## config.mk

```make
export PLATFORM = sky130hd
export DESIGN_NAME = bcd_to_bin_8_bit
export DESIGN_NICKNAME = d
export VERILOG_FILES = /design/src/rtl/bcd_pkg.sv /design/src/rtl/sub_3_if_ge_8.sv /design/src/rtl/bcd_to_bin_8_bit.sv
export SDC_FILE = /design/constraint.sdc
export NUM_CORES = 1
export LEC_CHECK = 0
export BUFFER_PORTS_ARGS = -buffer_cell sky130_fd_sc_hd__buf_2
export CAP_MARGIN = 20
export CORE_UTILIZATION = 30
export CTS_CLUSTER_DIAMETER = 40
export DETAILED_ROUTE_END_ITERATION = 6
export PLACE_DENSITY_LB_ADDON = 0.25
export RECOVER_POWER = 25
export SLEW_MARGIN = 20
export SYNTH_ARGS = -nofsm -noshare
export SYNTH_HDL_FRONTEND = slang
export SYNTH_SLANG_ARGS = --single-unit
```

## constraint.sdc

```tcl
create_clock -name clk_i -period 1.7 [get_ports clk_i]
set_input_delay 0.34 -clock clk_i [delete_from_list [all_inputs] [get_ports clk_i]]
set_output_delay 0.34 -clock clk_i [all_outputs]
set_load 0.01 [all_outputs]
```

## src/rtl/bcd_pkg.sv

```systemverilog
// Shared constants and FSM state type for the serial BCD-to-binary converter.
// Optional operand checking is enabled with the BCD_CHECK_EN macro.
package bcd_pkg;

    localparam int BCD_W     = 10;
    localparam int BIN_W     = 8;
    localparam int DIGIT_W   = 4;
    localparam int NUM_STEPS = 8;
    localparam int CNT_W     = $clog2(NUM_STEPS);

    typedef enum logic [1:0] {
        ST_IDLE,
        ST_SHIFT,
        ST_DONE
    } state_t;

    // Digit over 9, or a well-formed operand whose value exceeds 8 bits.
    function automatic logic bcd_invalid(input logic [BCD_W-1:0] bcd);
        logic [BCD_W-1:0] v;
        logic             bad_digit;
        bad_digit = (bcd[3:0] > 4'd9) || (bcd[7:4] > 4'd9);
        v = BCD_W'(bcd[9:8]) * BCD_W'(100)
          + BCD_W'(bcd[7:4]) * BCD_W'(10)
          + BCD_W'(bcd[3:0]);
        return bad_digit || (v > BCD_W'(255));
    endfunction

endpackage

```

## src/rtl/sub_3_if_ge_8.sv

```systemverilog
// Reverse double-dabble digit correction: subtract 3 from a digit >= 8.
// Purely combinational, one instance per corrected BCD digit.
module sub_3_if_ge_8
    import bcd_pkg::*;
(
    input  logic [DIGIT_W-1:0] i_digit,
    output logic [DIGIT_W-1:0] o_digit
);

    logic w_ge8;

    assign w_ge8   = i_digit[DIGIT_W-1];
    assign o_digit = w_ge8 ? (i_digit - DIGIT_W'(3)) : i_digit;

endmodule

```

## src/rtl/bcd_to_bin_8_bit.sv

```systemverilog
// Serial 3-digit BCD to 8-bit binary converter, one result bit per cycle.
// Define BCD_CHECK_EN to flag malformed or >255 operands via err_o.
module bcd_to_bin_8_bit
    import bcd_pkg::*;
(
    input  logic             clk_i,
    input  logic             rst_i,
    input  logic             start_i,
    input  logic [BCD_W-1:0] bcd_i,
    output logic             busy_o,
    output logic             bit_o,
    output logic             bit_vld_o,
    output logic [BIN_W-1:0] bin_o,
    output logic             done_o,
    output logic             err_o
);

    state_t             r_state;
    logic [BCD_W-1:0]   r_work;
    logic [BIN_W-1:0]   r_res;
    logic [CNT_W-1:0]   r_cnt;
    logic [BIN_W-1:0]   r_bin;

    logic [BCD_W-1:0]   w_shifted;
    logic [DIGIT_W-1:0] w_units;
    logic [DIGIT_W-1:0] w_tens;
    logic [BCD_W-1:0]   w_work_next;
    logic [BIN_W-1:0]   w_res_next;
    logic               w_last;
    logic               w_busy;
    logic [BIN_W-1:0]   w_bin_done;

    assign w_shifted  = {1'b0, r_work[BCD_W-1:1]};
    assign w_res_next = {r_work[0], r_res[BIN_W-1:1]};
    assign w_last     = (r_cnt == CNT_W'(NUM_STEPS - 1));
    assign w_busy     = (r_state == ST_SHIFT);

    sub_3_if_ge_8 u_units (
        .i_digit (w_shifted[3:0]),
        .o_digit (w_units)
    );

    sub_3_if_ge_8 u_tens (
        .i_digit (w_shifted[7:4]),
        .o_digit (w_tens)
    );

    // Hundreds never exceeds 2, so it shifts through uncorrected.
    assign w_work_next = {w_shifted[9:8], w_tens, w_units};

`ifdef BCD_CHECK_EN
    logic r_flag;
    logic r_err;

    assign w_bin_done = r_flag ? '0 : w_res_next;
    assign err_o      = r_err;

    always_ff @(posedge clk_i) begin
        if (rst_i) begin
            r_flag <= 1'b0;
            r_err  <= 1'b0;
        end else begin
            if (r_state != ST_SHIFT && start_i) begin
                r_flag <= bcd_invalid(bcd_i);
            end
            if (w_busy && w_last) begin
                r_err <= r_flag;
            end
        end
    end
`else
    assign w_bin_done = w_res_next;
    assign err_o      = 1'b0;
`endif

    always_ff @(posedge clk_i) begin
        if (rst_i) begin
            r_state <= ST_IDLE;
            r_work  <= '0;
            r_res   <= '0;
            r_cnt   <= '0;
            r_bin   <= '0;
        end else begin
            unique case (r_state)
                ST_IDLE, ST_DONE: begin
                    if (start_i) begin
                        r_state <= ST_SHIFT;
                        r_work  <= bcd_i;
                        r_res   <= '0;
                        r_cnt   <= '0;
                    end else begin
                        r_state <= ST_IDLE;
                    end
                end
                ST_SHIFT: begin
                    r_work <= w_work_next;
                    r_res  <= w_res_next;
                    r_cnt  <= r_cnt + CNT_W'(1);
                    if (w_last) begin
                        r_state <= ST_DONE;
                        r_bin   <= w_bin_done;
                    end
                end
                default: begin
                    r_state <= ST_IDLE;
                end
            endcase
        end
    end

    assign busy_o    = w_busy;
    assign bit_vld_o = w_busy;
    assign bit_o     = w_busy & r_work[0];
    assign done_o    = (r_state == ST_DONE);
    assign bin_o     = r_bin;

endmodule

```

==> flow_summary.toml, run 1 <==
[routing]
wirelength_um = 2830
first_iter_violations = 68
vias_per_cell = 4.89
ant_nets = 0
first_pass_iters = 4
wl_per_cell_um = 12.1
vias = 1139
drc_errors = 0

[flow_run]
drv_cap = 0

[clock_tree]
cts-buffers-inserted = 5
insertion_delay_ps = 280
clock_path_buffers = 2
cts_tree = "yes"
root_buffer = "clkbuf_8"
htreeDepth = 2
cts.sinks = 30
clkTransAtPathRegs_ps = 60
cts_hold_buf = 0

[global_routing]
antenna_found_initial = 0
overflow = 0
grt_pass1_wl_um = 5000
grt_start_max_net_pins = 23
grt_use_total = 0.130
grt_pass1_vias = 1089

[floorplanning]
die_h_um = 69.1
die_w_um = 69.1
rows = 24
design.core.area_sq_um = 4350
die-area_sq_um = 4780
ios = 26
start_util = 0.310

[timing]
timing.slew.headroom = 0.499
skew_ps = 4.56
period_share = 0.953
hold_viol = 0
drv_slew = 0
worstMarginPinSlew_ps = 750
rsz0062_at_grt = "false"
finalSetupTns_ps = 0
setup_viol = 0
whs_ps = 303
fmax_mhz = 618
min_period_ps = 1620

[power]
power.density_nw_per_um2 = 952
seq_power_share = 0.516
intPower_w = 0.00108
ir_drop_mv = 0.281
leakage_nw = 0.599
combPwrFrac = 0.120
switching_share = 0.268
switchingPower_w = 0.000395
power_frac_clock = 0.364

[layout]
multi_input_area_sq_um = 644
n_antenna_cell = 0
area_growth_pct = 14.6
fillers = 469
fin_nets = 198
seq_area_sq_um = 602
drive_gt1_frac = 0.188

[synth]
synth_area_leaders = "dfxtp_1 (44%), a21oi_1 (7.8%), nand3_1 (7.8%)"
ys_types = 34
syn_inst = 159
ys_seq_elements = 30
yosysMostFrequentCell = "dfxtp_1"
ys.flop_type = "dfxtp_1"
syn_area_per_cell_sq_um = 8.50
yosys_warnings = 0
synth_edf_count = 0
synthesis.area_sq_um = 1350
syn-num-nets = 176
synth_top_area_frac = 0.444
synth_largest_area_cell = "dfxtp_1"
async_reset_ff_frac = 0
yosys-top-cells-count = "dfxtp_1 (30), nand2_1 (27), a21oi_1 (21), nand3_1 (21), nor2_1 (6)"
yosysSeqAreaShare = 0.444

[setup_path]
r2r_slack_ps = 210
path_buf_inv = 3
cp.arrival_ps = 1280
cp.required_ps = 1360
crit_path_end_kind = "output pin"
critical_path.max_fanout = 11
cp_slowest_stage_delay_ps = 340
critPathKind = "register to output pin"
cp_cell_sequence = "nand2b_2 -> inv_4 -> buf_4 -> buf_2"
critical_path.top_delay_family = "buffers and inverters"
start_kind = "register"
crit_slowest_cell = "dfxtp_1"

[placement]
dp_hpwl_um = 1930
io_buffers = 24
place_congestion = 0.751

[hold_path]
min_path_type = "primary input to register"

[status]
status = "complete, no violations"
final timing paths:
kind	startpoint	to	cells after the start
setup / recovery	r_state[1]$_SDFFE_PP0P_	busy_o	4
hold / removal	bcd_i[9]	r_work[9]$_SDFFE_PP0P_	3
setup reg to reg	r_state[0]$_SDFFE_PP0P_	r_work[7]$_SDFFE_PP0P_	3
hold reg to reg	bin_o[1]$_SDFFE_PP0P_	bin_o[1]$_SDFFE_PP0P_	2
power by group through the flow:
stage | logic (W) | clock network, W | registers (W)
floorplan | 0.000152 | 0 | 0.000765
detailed placement | 0.000180 | 0 | 0.000777
global route | 0.000203 | 0.000576 | 0.000766
CTS | 0.000180 | 0.000551 | 0.000761
finish | 0.000177 | 0.000537 | 0.000761
global placement | 0.000180 | 0 | 0.000777
logic make-up after synthesis:
family / share of synthesized area
AO/OA/AOI/OAI: 0.167
XOR/XNOR: 0.0259
adder cells (fa/ha/maj): 0.0370
buffers and inverters: 0.0768
flip-flops: 0.444
multiplexers: 0.00741
other: 0.00278
AND/OR/NAND/NOR: 0.239
per-stage QoR:
step                utilization  cells  instance area (sq um)  worst slack (ps)  power, W
global route              0.356    233                   1550              10.2   0.00154
finish                    0.356    233                   1550              80.7   0.00147
global placement          0.340    226                   1480               260  0.000957
floorplan                     -    159                   1350               372  0.000917
detailed placement        0.340    226                   1480               236  0.000956
CTS                       0.359    233                   1560              8.84   0.00149
what timing repair did:
item / 4_1_cts / 5_1_grt
setup buffers: 0 / 0
cloned: 0 / 0
setup endpoints to repair: 3 / 3
resized for setup: 1 / 1
layer usage:
layer / global-route usage / wire, um
met5: 0 / 0
met4: 0.0748 / 74
met3: 0.0292 / 100
met2: 0.194 / 1240
met1: 0.172 / 1410
state kept, by name (all words and copies together) (netlist names):
register and cells:
r_work 10, bin_o 8, r_res 7, r_cnt 3
r_state 2
final cells by class:
type                            count  area share
Clock buffer                        5      0.0444
Timing Repair Buffer               29      0.0937
Inverter                            3     0.00889
Clock inverter                      2     0.00646
Tap cell                           52      0.0420
Multi-Input combinational cell    112       0.416
Sequential cell                    30       0.389
cell usage in the layout (no fill, tap or decap):
cell,Yosys,routed
dfxtp_1,30,29
nand2_1,27,27
nand3_1,21,21
a21oi_1,21,21
buf_2,5,16
clkbuf_1,1,8
nor2b_1,5,6
nor2_1,6,6
a311oi_1,5,5
clkbuf_8,0,5
ha_1,4,4
buf_4,5,4
inv_1,2,2
xnor2_1,2,2
a211oi_1,2,2
xor2_1,2,2
a22oi_1,2,2
clkinv_2,0,2
nand2b_2,1,1
inv_4,0,1
nand2b_4,1,1
nor2_2,1,1
a2111oi_2,1,1
nand2b_1,1,1
nand3b_1,1,1
mux2i_1,1,1
o22ai_1,1,1
a22o_1,1,1
nor3_1,1,1
nand4_1,1,1
o221ai_1,1,1
o21a_1,1,1
conb_1,1,1
clkbuf_2,0,1
dfxtp_2,0,1
worst reg2reg max path: cells and delay by family (launching register included):
| family | cells | cell delay [ps] |
|---|---|---|
| AOI/OAI and AO/OA | 2 | 420 |
| DFF | 1 | 370 |
| and+or+nand+nor | 1 | 600 |
No activity file was read; power rests on OpenSTA's default activity.
==> run 2, diff against run 1 <==
- BUFFER_PORTS_ARGS: -buffer_cell sky130_fd_sc_hd__buf_2 -> -buffer_cell sky130_fd_sc_hd__clkbuf_2
==> run 2 against run 1 <==
Sequential cell count unchanged. Critical path depth stayed put. Wire length is 1.3% higher. Sequential power barely moved. Sequential share of layout area down 0.37 points. Final cell count grew 0.43%. Fmax up 1.1%. Die area stayed put. First-iteration DRC count rose by 40%. Clock skew about the same. Non-clock buffer count unchanged. Critical path type unchanged. Largest power group unchanged.
==> flow_summary.toml, run 2 (synthesized netlist as in run 1, its figures left out) <==
[setup_path]
r2r_end = "r_work[7]$_SDFFE_PP0P_"
r2r_start = "r_state[0]$_SDFFE_PP0P_"
reg2regPathDepth = 3
crit_path_end_kind = "output pin"
critical_path.max_fanout = 13
critPathKind = "register to output pin"
start_kind = "register"
cp_cell_sequence = "nand2b_2 -> inv_4 -> buf_4 -> clkbuf_2"
cp_slowest_stage_delay_ps = 340
cp.required_ps = 1360
critical_path.top_delay_family = "buffers and inverters"
cp.arrival_ps = 1260
path_buf_inv = 3
r2r_slack_ps = 210
crit_slowest_cell = "dfxtp_1"

[layout]
area_growth_pct = 15.7
drive_gt1_frac = 0.187
layout_commonest_cell = "dfxtp_1"
fin_area_sq_um = 1560
regMostFlops = "r_work"
fin_nets = 198
largest_reg_flops = 10
n_antenna_cell = 0
layout_common_cells = "dfxtp_1 (29), nand2_1 (27), nand3_1 (21), a21oi_1 (21), clkbuf_2 (16)"

[clock_tree]
post_cts_buffers = 0
clkTransAtPathRegs_ps = 60
cts_tree = "yes"
insertion_delay_ps = 280
cts-buffers-inserted = 5
cts.sinks = 30
root_buffer = "clkbuf_8"
htreeDepth = 2
clock_path_buffers = 2

[floorplanning]
die_h_um = 69.1
start_util = 0.310
design.core.area_sq_um = 4350
die-area_sq_um = 4780
die_w_um = 69.1
rows = 24
ios = 26

[hold_path]
min_to = "r_work[9]$_SDFFE_PP0P_"
min_path_cells = 3
min_path_type = "primary input to register"
hp-start = "bcd_i[9]"

[timing]
worstMarginPinSlew_ps = 750
min_period_ps = 1600
drv_slew = 0
finalSetupTns_ps = 0
skew_ps = 4.32
hold_viol = 0
setup_viol = 0
rsz0062_at_grt = "false"
timing.slew.headroom = 0.499
period_share = 0.942
fmax_mhz = 625

[flow_run]
drv_cap = 0

[placement]
dpl_cell_area_sq_um = 1480
io_buffers = 24
dp_hpwl_um = 1930
place_congestion = 0.727

[routing]
vias = 1140
ant_nets = 0
drc_errors = 0
first_iter_violations = 95
wirelength_um = 2860
first_pass_iters = 4
vias_per_cell = 4.87
wl_per_cell_um = 12.2

[power]
power_frac_clock = 0.382
switching_share = 0.257
leakage_nw = 0.604
power.density_nw_per_um2 = 975
seq_power_share = 0.500
switchingPower_w = 0.000392
intPower_w = 0.00113
combPwrFrac = 0.118
ir_drop_mv = 0.247

[global_routing]
grt_start_max_net_pins = 23
overflow = 0
grt_use_total = 0.131
antenna_found_initial = 0
grt_pass1_wl_um = 4910
grt_pass1_vias = 1074

[status]
status = "complete, no violations"
[run 2: cell count changes in the layout (fill, tap and decap cells not counted), sizes merged]
cell    previous run  this run
clkbuf            14        31
clkinv             2         1
buf               20         5
[run 2: per-layer routing]
metal | global-route usage | part of all wire | vias to the layer above
li1 | - | - | 591
met1 | 0.174 | 0.50 | 521
met2 | 0.192 | 0.45 | 21
met3 | 0.0278 | 0.030 | 7
met4 | 0.0816 | 0.024 | 0
met5 | 0 | 0 | -
[run 2: power by group through the flow]
stage	clock (W)	combinational (W)	sequential [W]
final	0.000583	0.000180	0.000762
after global routing	0.000626	0.000206	0.000766
after CTS	0.000600	0.000181	0.000762
after detailed placement	0	0.000181	0.000777
after global placement	0	0.000180	0.000778
after floorplan	0	0.000152	0.000765
[run 2: how the worst max path moves through the flow]
stage,startpoint,endpoint,slack (ps),depth (start not counted)
4_1_cts,r_state[1]$_SDFFE_PP0P_,busy_o,30,4
2_1_floorplan,r_state[0]$_SDFFE_PP0P_,bit_o,370,6
3_3_place_gp,r_state[0]$_SDFFE_PP0P_,busy_o,280,4
5_1_grt,r_state[1]$_SDFFE_PP0P_,bit_o,20,5
6_report,r_state[1]$_SDFFE_PP0P_,busy_o,100,4
3_5_place_dp,r_state[0]$_SDFFE_PP0P_,busy_o,260,4
[run 2: layout make-up]
| class | instances | area [sq um] |
|---|---|---|
| multi-input combinational | 112 | 644 |
| clock buffer | 7 | 86.3 |
| sequential | 30 | 602 |
| fill | 460 | 2790 |
| tap | 52 | 65.1 |
| inverter | 3 | 13.8 |
| timing repair buffer | 29 | 148 |
| clock inverter | 1 | 5.00 |
[run 2: worst reg2reg max path, cell delays in order, from the launching register on]
cell and delay (ps):
dfxtp_2 370, nor2b_1 600, a311oi_1 140, a2111oi_2 290
[run 2: through the flow]
| step | util | hold WS (ps) | cells | total power [W] | worst slack (ps) |
|---|---|---|---|---|---|
| floorplan | - | 444 | 159 | 0.000917 | 372 |
| detailed placement | 0.340 | 449 | 226 | 0.000958 | 264 |
| CTS | 0.361 | 281 | 234 | 0.00154 | 34.0 |
| finish | 0.359 | 285 | 234 | 0.00153 | 99.1 |
| global route | 0.359 | 288 | 234 | 0.00160 | 21.6 |
| global placement | 0.340 | 449 | 226 | 0.000958 | 283 |
[run 2: what timing repair did]
action / CTS / global route
hold buffers: 0 / 0
endpoints found under the setup margin: 2 / 2
resized for setup: 1 / 1
endpoints found under the hold margin: 0 / 0
